`config.mk`:
```
export PLATFORM = sky130hd
export DESIGN_NAME = approx_fir_pipe
export DESIGN_NICKNAME = d
export VERILOG_FILES = /design/src/rtl/approx_fir_pipe.sv
export SDC_FILE = /design/constraint.sdc
export NUM_CORES = 1
export LEC_CHECK = 0
export ABC_AREA = 1
export CAP_MARGIN = 20
export CORE_UTILIZATION = 52
export CTS_BUF_LIST = sky130_fd_sc_hd__clkbuf_4
export CTS_CLUSTER_SIZE = 28
export DETAILED_ROUTE_END_ITERATION = 12
export DONT_BUFFER_PORTS = 1
export GPL_TIMING_DRIVEN = 1
export PLACE_DENSITY_LB_ADDON = 0.2
export SLEW_MARGIN = 20
export SYNTH_ARGS = -nofsm -noshare
export SYNTH_HDL_FRONTEND = slang
export SYNTH_SLANG_ARGS = --single-unit
export TNS_END_PERCENT = 5
```
`constraint.sdc`:
```
create_clock -name clk -period 5.8 [get_ports clk]
set_clock_uncertainty 0.1 [all_clocks]
set_input_delay 1.16 -clock clk [delete_from_list [all_inputs] [get_ports clk]]
set_output_delay 1.16 -clock clk [all_outputs]
set_load 0.05 [all_outputs]
```
`src/rtl/approx_fir_pipe.sv`:
```
// approx_fir_pipe: shift-coefficient FIR with a chain of lower-part-approximate Kogge-Stone adders.
// Optional FIR_WARMUP_EN holds off out_valid until the delay line holds TAPS samples.
module approx_fir_pipe #(
    parameter int W = 16,
    parameter int TAPS = 5,
    parameter int K = 2,
    parameter logic [4*TAPS-1:0] SHIFTS = 20'h12345
) (
    input  logic         clk,
    input  logic         rst,
    input  logic         in_valid,
    output logic         in_ready,
    input  logic [W-1:0] x,
    output logic         out_valid,
    input  logic         out_ready,
    output logic [W-1:0] dout
);
    localparam int KI = (K > 0) ? K - 1 : 0;
    localparam logic [W-1:0] LOW_M = W'((64'd1 << K) - 64'd1);

    // Low K bits add without carry propagation; only a[K-1]&b[K-1] feeds the exact upper part.
    function automatic logic [W-1:0] ax(input logic [W-1:0] a, input logic [W-1:0] b);
        logic [W-1:0] ua, ub, p, pp, g, gn, pn;
        logic cin;
        cin = (K > 0) && a[KI] && b[KI];
        ua = a >> K;
        ub = b >> K;
        p = ua ^ ub;
        pp = p;
        g = (ua & ub) | {{(W-1){1'b0}}, p[0] & cin};
        for (int d = 1; d < W; d = d * 2) begin
            gn = g;
            pn = pp;
            for (int i = d; i < W; i++) begin
                gn[i] = g[i] | (pp[i] & g[i-d]);
                pn[i] = pp[i] & pp[i-d];
            end
            g = gn;
            pp = pn;
        end
        return ((p ^ {g[W-2:0], cin}) << K) | ((a + b) & LOW_M);
    endfunction

    logic [TAPS-1:1][W-1:0] dl_q, dl_d;
    logic [W-1:0] dout_q, dout_d, acc;
    logic out_valid_q, out_valid_d;
    logic accept, emit;

    assign in_ready = !out_valid_q | out_ready;
    assign accept = in_valid & in_ready;
    assign out_valid = out_valid_q;
    assign dout = dout_q;

    always_comb begin
        acc = x >> SHIFTS[3:0];
        for (int i = 1; i < TAPS; i++)
            acc = ax(acc, dl_q[i] >> SHIFTS[4*i +: 4]);
    end

    always_comb begin
        dl_d = dl_q;
        if (accept) begin
            dl_d[1] = x;
            for (int i = 2; i < TAPS; i++)
                dl_d[i] = dl_q[i-1];
        end
    end

    assign dout_d = accept ? acc : dout_q;
    assign out_valid_d = accept ? emit : (out_valid_q & !out_ready);

`ifdef FIR_WARMUP_EN
    localparam int CW = $clog2(TAPS);
    logic [CW-1:0] cnt_q, cnt_d;
    assign emit = (cnt_q == CW'(TAPS - 1));
    assign cnt_d = (accept && !emit) ? cnt_q + 1'b1 : cnt_q;
    always_ff @(posedge clk or negedge rst) begin
        if (!rst) cnt_q <= '0;
        else      cnt_q <= cnt_d;
    end
`else
    assign emit = 1'b1;
`endif

    always_ff @(posedge clk or negedge rst) begin
        if (!rst) begin
            dl_q        <= '0;
            dout_q      <= '0;
            out_valid_q <= 1'b0;
        end else begin
            dl_q        <= dl_d;
            dout_q      <= dout_d;
            out_valid_q <= out_valid_d;
        end
    end
endmodule

```
==> results of run 1 <==
per-layer routing:
metal  share of wire, %  up-vias  wire (um)
met5                  0        -          0
met4                2.1        0        228
met3                3.6       23        392
met2                 49       85       5350
met1                 46     1976       5060
li1                   -     2251          -
metrics by stage:
step / utilization, % / hold WS, ps / worst slack (ps) / std cells / cell area (um2)
6_report: 56.4 / 303 / 507 / 845 / 5540
5_1_grt: 56.4 / 245 / 6.17 / 845 / 5540
4_1_cts: 56.4 / 275 / 544 / 845 / 5530
3_5_place_dp: 55.0 / 367 / 93.7 / 830 / 5400
3_3_place_gp: 54.8 / 352 / 114 / 829 / 5380
2_1_floorplan: - / 342 / 633 / 711 / 5290
layout make-up:
class / instances / area, um2
tap: 133 / 166
clock inverter: 6 / 65.1
inverter: 84 / 315
sequential: 77 / 1930
fill: 982 / 4280
timing repair buffer: 2 / 27.5
clock buffer: 9 / 67.6
multi-input combinational: 534 / 2970
sequential cells by signal, summed over array words and instances (netlist names):
signal,flops
dl_q,60
dout,16
out_valid,1
cells by family (layout without fill, tap and decap cells):
kind of cell / after synthesis / count (layout) / synth area share [%]
AO/OA/AOI/OAI: 86 / 86 / 8.46
XOR/XNOR: 32 / 32 / 5.29
adder cells (fa/ha/maj): 60 / 60 / 15.3
buffers and inverters: 100 / 101 / 7.63
flip-flops: 77 / 77 / 36.4
AND/OR/NAND/NOR: 356 / 356 / 26.9
critical path, delay by kind of cell:
kind                       cells  cell delay, ps
AOI/OAI and AO/OA              4             610
xor gates and xnor gates       2             310
adders and majority gates      6            1820
buffers and inverters          4             280
and+or+nand+nor               14            1310
cell usage in the layout (no fill, tap or decap), types with 3 or more instances in the layout:
| cell type | n |
|---|---|
| fa_1 | 8 |
| ha_1 | 51 |
| nor2_1 | 30 |
| a31oi_1 | 3 |
| clkinv_4 | 3 |
| nand2_1 | 271 |
| nor3_1 | 7 |
| o21ai_1 | 4 |
| xor2_1 | 22 |
| inv_1 | 83 |
| xnor2_1 | 10 |
| nand4_1 | 9 |
| clkbuf_4 | 9 |
| o21ai_0 | 42 |
| nand3_1 | 35 |
| a21oi_1 | 32 |
| dfrtp_1 | 77 |
final timing paths:
path,slack [ps],endpoint,startpoint,cells after the start
worst max register to register,850,dout[13],dl_q[5],30
min in group clk,400,dl_q[34],dl_q[18],2
worst max-delay path,510,dout[13],x[6],30
max in group asynchronous,5180,dl_q[60],rst,0
worst min register to register,400,dl_q[34],dl_q[18],2
worst min-delay path,300,dout[4],rst,0
==> impl_results.html, run 1 <==
<table>
<tr><th>Metric</th><th>Value</th></tr>
<tr><th colspan="2">Run status</th></tr>
<tr><td>Run status</td><td>finished clean</td></tr>
<tr><th colspan="2">Placement</th></tr>
<tr><td>DP HPWL</td><td>between 8000 and 9000 um</td></tr>
<tr><td>Number of port buffers</td><td>0</td></tr>
<tr><td>Placer congestion estimate</td><td>roughly 0.94</td></tr>
<tr><th colspan="2">Clock tree</th></tr>
<tr><td>Bufs on Longest Clock Path</td><td>2</td></tr>
<tr><td>Number of sinks handled by clock tree synthesis</td><td>77</td></tr>
<tr><td>Clock-pin slew of the registers on the worst-case setup and hold paths</td><td>between 100 and 150 ps</td></tr>
<tr><td>Number of buffers added for setup after CTS</td><td>0</td></tr>
<tr><td>Hold_buf cts</td><td>0</td></tr>
<tr><td>Number of instances resized during post-cts repair</td><td>0</td></tr>
<tr><td>Clock latency on the worst-skew pair</td><td>between 400 and 500 ps</td></tr>
<tr><td>H-tree level count</td><td>3</td></tr>
<tr><td>Number of buffers created by CTS</td><td>9</td></tr>
<tr><td>Clock tree from TritonCTS</td><td>yes</td></tr>
<tr><td>Clock tree root driver cell</td><td>clkbuf_4</td></tr>
<tr><th colspan="2">GRT</th></tr>
<tr><td>Pin count of the biggest net entering global routing</td><td>83</td></tr>
<tr><td>Busiest grt layer</td><td>met2</td></tr>
<tr><td>Met3 track demand over resource</td><td>~4%</td></tr>
<tr><td>Remaining global-route overflow</td><td>0</td></tr>
<tr><td>Routing usage on met2</td><td>about two fifths</td></tr>
<tr><td>Via count of the first global-routing pass</td><td>4449</td></tr>
<tr><td>Met1 track demand over resource</td><td>between 20 and 30%</td></tr>
<tr><td>Total global-route track usage</td><td>23.3%</td></tr>
<tr><td>Global-route wire length before repair</td><td>19100 um</td></tr>
<tr><td>Number of antenna violations at the first check in global routing</td><td>0</td></tr>
<tr><th colspan="2">Setup path</th></tr>
<tr><td>Critical Path RT</td><td>6010 ps</td></tr>
<tr><td>Most common cell type on the critical path</td><td>nand2_1</td></tr>
<tr><td>Worst setup path class</td><td>input pin to register</td></tr>
<tr><td>Worst path max stage delay</td><td>420 ps</td></tr>
<tr><td>Type of element capturing the critical path</td><td>register</td></tr>
<tr><td>Critical path launch point type</td><td>input pin</td></tr>
<tr><td>Library cell contributing the largest single delay on the critical path</td><td>fa_1</td></tr>
<tr><td>Arrival time reported for the critical path endpoint</td><td>between 5000 and 6000 ps</td></tr>
<tr><td>Maximum fanout count along the critical path</td><td>5</td></tr>
<tr><th colspan="2">Hold path</th></tr>
<tr><td>Type of the tightest min-delay check</td><td>input pin to async pin</td></tr>
<tr><th colspan="2">Synthesis</th></tr>
<tr><td>Average cell area after synthesis</td><td>~7.4 um2</td></tr>
<tr><td>Number of enable-type register cells in the synthesized netlist</td><td>0</td></tr>
<tr><td>Synthesized netlist net count</td><td>791</td></tr>
<tr><td>Flops &amp; latches, synth</td><td>slightly below 80</td></tr>
<tr><td>Most common cell in the netlist</td><td>nand2_1</td></tr>
<tr><td>Most used flip-flop cell after synthesis</td><td>dfrtp_1</td></tr>
<tr><td>Commonest cells in the synthesized netlist</td><td>nand2_1, inv_1, dfrtp_1</td></tr>
<tr><td>Register area share after synthesis</td><td>roughly 36%</td></tr>
<tr><td>Synth Warn #</td><td>0</td></tr>
<tr><td>Proportion of register bits with asynchronous set or reset after synthesis</td><td>100%</td></tr>
<tr><td>Area leader, netlist</td><td>dfrtp_1</td></tr>
<tr><td>Proportion of netlist area held by the largest area contributor</td><td>36.4%</td></tr>
<tr><td>Count of unique library cells instantiated by Yosys</td><td>26</td></tr>
<tr><td>Area contributors post-synth</td><td>dfrtp_1, nand2_1, ha_1, inv_1, o21ai_0</td></tr>
<tr><td>Synth Cell Area</td><td>between 5000 and 6000 um2</td></tr>
<tr><td>Cells after Synth</td><td>711</td></tr>
<tr><th colspan="2">Floorplanning</th></tr>
<tr><td>Die width</td><td>approximately 100 um</td></tr>
<tr><td>Total die area</td><td>10600 um2</td></tr>
<tr><td>FP Rows</td><td>36</td></tr>
<tr><td>Core area</td><td>a little under 10000 um2</td></tr>
<tr><td>Overall die height</td><td>between 100 and 150 um</td></tr>
<tr><td>Ports placed on the boundary</td><td>38</td></tr>
<tr><td>Initial cell density of the core</td><td>a little over half</td></tr>
<tr><th colspan="2">STA</th></tr>
<tr><td>Relative slew slack</td><td>a little under half</td></tr>
<tr><td>Setup repair after global routing missed its margin</td><td>false</td></tr>
<tr><td>Final min period</td><td>about 5300 ps</td></tr>
<tr><td>Setup violators final</td><td>0</td></tr>
<tr><td>Final Hold Viols</td><td>0</td></tr>
<tr><td>Max-slew violation count</td><td>0</td></tr>
<tr><td>Peak Freq</td><td>roughly 0.19 GHz</td></tr>
<tr><td>TNS Setup</td><td>0 ps</td></tr>
<tr><td>Actual slew at the worst max-slew pin</td><td>just under 800 ps</td></tr>
<tr><td>Period utilization</td><td>around 91%</td></tr>
<tr><th colspan="2">Detailed routing</th></tr>
<tr><td>Sum of routed wire length over all layers</td><td>11000 um</td></tr>
<tr><td>1st-iter DRT viols</td><td>roughly 170</td></tr>
<tr><td>DR pass1 iterations</td><td>4</td></tr>
<tr><td>Wire length per cell</td><td>between 10 and 15 um</td></tr>
<tr><td>DRC violation count after routing</td><td>0</td></tr>
<tr><td>Via-to-Cell Ratio</td><td>5.13</td></tr>
<tr><td>Number of nets with antenna violations after routing</td><td>0</td></tr>
<tr><td>Via count</td><td>4335</td></tr>
<tr><th colspan="2">Finish</th></tr>
<tr><td>Number of nets in the final layout</td><td>788</td></tr>
<tr><td>Share of post-route cells with drive strength above 1</td><td>3.09%</td></tr>
<tr><td>Diode count</td><td>0</td></tr>
<tr><td>Layout-stage area growth over the synthesis result</td><td>4.59%</td></tr>
<tr><th colspan="2">Flow run</th></tr>
<tr><td>Reported max-cap violation count</td><td>0</td></tr>
</table>
Power of run 1 is not shown: default switching activity piles up to over one toggle a cycle in this logic, so the estimate is an artifact.
==> run 2, diff against run 1 <==
- ABC_AREA: 1 -> not set
==> run 2 against run 1 <==
  * Clock-buffer cell count is the same
  * Largest cell class unchanged
  * Register-to-register slack lost 270 ps
  * Critical path depth shrank 5
  * Synthesized cell count shrank 19%
==> impl_results.html, run 2 <==
<table>
<tr><th>Metric</th><th>Value</th></tr>
<tr><th colspan="2">Setup path</th></tr>
<tr><td>Arrival time reported for the critical path endpoint</td><td>5710 ps</td></tr>
<tr><td>Type of element capturing the critical path</td><td>register</td></tr>
<tr><td>Worst setup path class</td><td>input pin to register</td></tr>
<tr><td>Critical path launch point type</td><td>input pin</td></tr>
<tr><td>Critical Path RT</td><td>roughly 6000 ps</td></tr>
<tr><td>Maximum fanout count along the critical path</td><td>3</td></tr>
<tr><th colspan="2">Clock tree</th></tr>
<tr><td>Number of buffers created by CTS</td><td>9</td></tr>
<tr><td>Hold_buf cts</td><td>0</td></tr>
<tr><td>Clock tree from TritonCTS</td><td>yes</td></tr>
<tr><td>H-tree level count</td><td>3</td></tr>
<tr><td>Bufs on Longest Clock Path</td><td>2</td></tr>
<tr><td>Clock-pin slew of the registers on the worst-case setup and hold paths</td><td>140 ps</td></tr>
<tr><td>Clock latency on the worst-skew pair</td><td>about 440 ps</td></tr>
<tr><td>Clock tree root driver cell</td><td>clkbuf_4</td></tr>
<tr><td>Number of sinks handled by clock tree synthesis</td><td>between 70 and 80</td></tr>
<tr><th colspan="2">Finish</th></tr>
<tr><td>Most common library cell in the layout ignoring fill and taps</td><td>nand2_1</td></tr>
<tr><td>Diode count</td><td>0</td></tr>
<tr><td>Largest register FFs</td><td>60</td></tr>
<tr><td>Count of placed standard cells in the final layout, fillers left out</td><td>roughly 740</td></tr>
<tr><td>Number of nets in the final layout</td><td>around 680</td></tr>
<tr><td>Layout-stage area growth over the synthesis result</td><td>12.7%</td></tr>
<tr><td>Cell area after layout</td><td>approximately 5600 um2</td></tr>
<tr><td>Share of post-route cells with drive strength above 1</td><td>between 10% and 20%</td></tr>
<tr><td>Most flop-heavy register</td><td>dl_q</td></tr>
<tr><td>Final core utilization</td><td>roughly three fifths</td></tr>
<tr><td>Leading cell types in the layout, fill and taps excluded</td><td>nand2_1, dfrtp_1, ha_1</td></tr>
<tr><th colspan="2">Synthesis</th></tr>
<tr><td>Cells after Synth</td><td>576</td></tr>
<tr><td>Most common cell in the netlist</td><td>nand2_1</td></tr>
<tr><td>Register area share after synthesis</td><td>between 30% and 40%</td></tr>
<tr><td>Proportion of register bits with asynchronous set or reset after synthesis</td><td>between 90% and 100%</td></tr>
<tr><td>Area leader, netlist</td><td>dfrtp_1</td></tr>
<tr><td>Synth Cell Area</td><td>4970 um2</td></tr>
<tr><td>Count of unique library cells instantiated by Yosys</td><td>53</td></tr>
<tr><td>Synth Warn #</td><td>0</td></tr>
<tr><td>Proportion of netlist area held by the largest area contributor</td><td>about two fifths</td></tr>
<tr><td>Area contributors post-synth</td><td>dfrtp_1, nand2_1, ha_1, xnor2_1, fa_1</td></tr>
<tr><td>Synthesized netlist net count</td><td>between 600 and 700</td></tr>
<tr><td>Number of enable-type register cells in the synthesized netlist</td><td>0</td></tr>
<tr><td>Most used flip-flop cell after synthesis</td><td>dfrtp_1</td></tr>
<tr><td>Average cell area after synthesis</td><td>roughly 8.6 um2</td></tr>
<tr><td>Flops &amp; latches, synth</td><td>77</td></tr>
<tr><td>Commonest cells in the synthesized netlist</td><td>nand2_1, dfrtp_1, ha_1</td></tr>
<tr><th colspan="2">Run status</th></tr>
<tr><td>Run status</td><td>finished clean</td></tr>
<tr><th colspan="2">Detailed routing</th></tr>
<tr><td>1st-iter DRT viols</td><td>171</td></tr>
<tr><td>Via count</td><td>between 3000 and 4000</td></tr>
<tr><td>Number of nets with antenna violations after routing</td><td>0</td></tr>
<tr><td>Sum of routed wire length over all layers</td><td>9730 um</td></tr>
<tr><td>DR pass1 iterations</td><td>4</td></tr>
<tr><td>DRC violation count after routing</td><td>0</td></tr>
<tr><td>Detailed-routing wirelength on met1</td><td>about 4700 um</td></tr>
<tr><td>Wire length per cell</td><td>13.2 um</td></tr>
<tr><td>DR WL met2</td><td>4520 um</td></tr>
<tr><td>Routed met3 length</td><td>between 300 and 400 um</td></tr>
<tr><td>Via-to-Cell Ratio</td><td>between 5 and 6</td></tr>
<tr><td>Highest signal layer in the routed design</td><td>met4</td></tr>
<tr><th colspan="2">Flow run</th></tr>
<tr><td>Reported max-cap violation count</td><td>0</td></tr>
<tr><th colspan="2">GRT</th></tr>
<tr><td>Total global-route track usage</td><td>21.1%</td></tr>
<tr><td>Pin count of the biggest net entering global routing</td><td>between 70 and 80</td></tr>
<tr><td>Global-route wire length before repair</td><td>~17000 um</td></tr>
<tr><td>Via count of the first global-routing pass</td><td>3807</td></tr>
<tr><td>Number of antenna violations at the first check in global routing</td><td>0</td></tr>
<tr><td>Remaining global-route overflow</td><td>0</td></tr>
<tr><th colspan="2">STA</th></tr>
<tr><td>Final min period</td><td>about 5500 ps</td></tr>
<tr><td>Least setup slack across all paths after layout</td><td>~290 ps</td></tr>
<tr><td>Setup violators final</td><td>0</td></tr>
<tr><td>Actual slew at the worst max-slew pin</td><td>around 700 ps</td></tr>
<tr><td>Post-Route Hold Slack</td><td>between 200 and 300 ps</td></tr>
<tr><td>Relative slew slack</td><td>between 50% and 60%</td></tr>
<tr><td>Final Hold Viols</td><td>0</td></tr>
<tr><td>Setup repair after global routing missed its margin</td><td>false</td></tr>
<tr><td>Max-slew violation count</td><td>0</td></tr>
<tr><td>Period utilization</td><td>between 90% and 100%</td></tr>
<tr><td>Peak Freq</td><td>between 0.15 and 0.2 GHz</td></tr>
<tr><th colspan="2">Placement</th></tr>
<tr><td>Placer congestion estimate</td><td>roughly 0.8</td></tr>
<tr><td>DP HPWL</td><td>~6700 um</td></tr>
<tr><td>DP Area</td><td>about 5300 um2</td></tr>
<tr><td>Placed insts</td><td>720</td></tr>
<tr><td>Number of port buffers</td><td>0</td></tr>
<tr><td>Pre-CTS WS</td><td>-297 ps</td></tr>
<tr><th colspan="2">Floorplanning</th></tr>
<tr><td>FP Rows</td><td>35</td></tr>
<tr><td>Ports placed on the boundary</td><td>38</td></tr>
<tr><td>Overall die height</td><td>around 100 um</td></tr>
<tr><td>Total die area</td><td>roughly 10000 um2</td></tr>
<tr><td>Core area</td><td>around 9200 um2</td></tr>
<tr><td>Die width</td><td>99.8 um</td></tr>
<tr><td>Initial cell density of the core</td><td>a little over half</td></tr>
<tr><th colspan="2">Power</th></tr>
<tr><td>Worst IR drop on VDD</td><td>301 uV</td></tr>
<tr><td>Leakage power of the design</td><td>between 0.002 and 0.003 uW</td></tr>
<tr><td>Power per cell area</td><td>about 660 nW/um2</td></tr>
<tr><th colspan="2">Hold path</th></tr>
<tr><td>Type of the tightest min-delay check</td><td>input pin to async pin</td></tr>
</table>
## run 2: path summary, 6_finish.rpt
kind,startpoint,endpoint,slack (ps),depth (start not counted)
hold / removal,rst,dout[1],300,0
hold reg to reg,dl_q[33],dl_q[49],380,2
setup reg to reg,dl_q[5],dout[15],580,25
max in group asynchronous,rst,dl_q[12],5200,0
min in group clk,dl_q[33],dl_q[49],380,2
setup / recovery,x[6],dout[15],290,25
## run 2: per-layer routing
| layer | global-route usage (%) | vias up |
|---|---|---|
| met2 | 34.6 | 70 |
| met1 | 27.9 | 1774 |
| met3 | 4.78 | 16 |
| li1 | - | 1987 |
| met4 | 6.56 | 0 |
| met5 | 0 | - |
## run 2: kinds of logic after synthesis
family	Yosys count	share of synthesized area (%)
XOR/XNOR	37	6.52
adder cells (fa/ha/maj)	60	16.3
AO/OA/AOI/OAI	108	14.2
flip-flops	77	38.8
multiplexers	1	0.201
buffers and inverters	38	2.95
AND/OR/NAND/NOR	255	21.0
## run 2: timing repair
action | CTS | global route
hold endpoints to repair | 0 | 0
resized for setup | 0 | 20
buffers inserted | 0 | 1
endpoints found under the setup margin | 0 | 4
## run 2: per-stage QoR
step	total power, uW	TNS [ps]
CTS	3560	0
detailed placement	3120	-1140
global route	4010	0
finish	3670	0
global placement	3060	-561
floorplan	2530	0
## run 2: critical path: stages
cell and delay, ps:
ha_1 190, fa_1 400, inv_1 80, fa_1 180, nor2b_1 50, o21ai_1 110, nand2b_1 140, a2111oi_2 350
nand3b_1 160, ha_2 290, o21ai_1 140, a21oi_1 100, a31o_2 260, a21oi_1 180, xnor2_1 170, ha_1 280
a31o_2 210, a21oi_1 130, o21ai_0 120, xor2_1 170, ha_1 310, inv_1 80, o21bai_1 70, a211oi_1 260
o32ai_1 110
## run 2: area by class of cell
| cell class | count | area (um2) |
|---|---|---|
| fill | 805 | 3640 |
| tap | 129 | 161 |
| inverter | 21 | 78.8 |
| clock inverter | 7 | 123 |
| clock buffer | 9 | 67.6 |
| sequential | 77 | 1930 |
| multi-input combinational | 461 | 3000 |
| timing repair buffer | 33 | 248 |
## run 2: where the power goes
part / total (uW) / leakage [uW] / internal [uW] / switching, uW
combinational: 2300 / 0.00179 / 1090 / 1210
sequential: 946 / 0.000972 / 665 / 281
clock: 427 / 0.0000928 / 220 / 207
total: 3670 / 0.00286 / 1970 / 1700
Power figures use the tool's default switching activity.
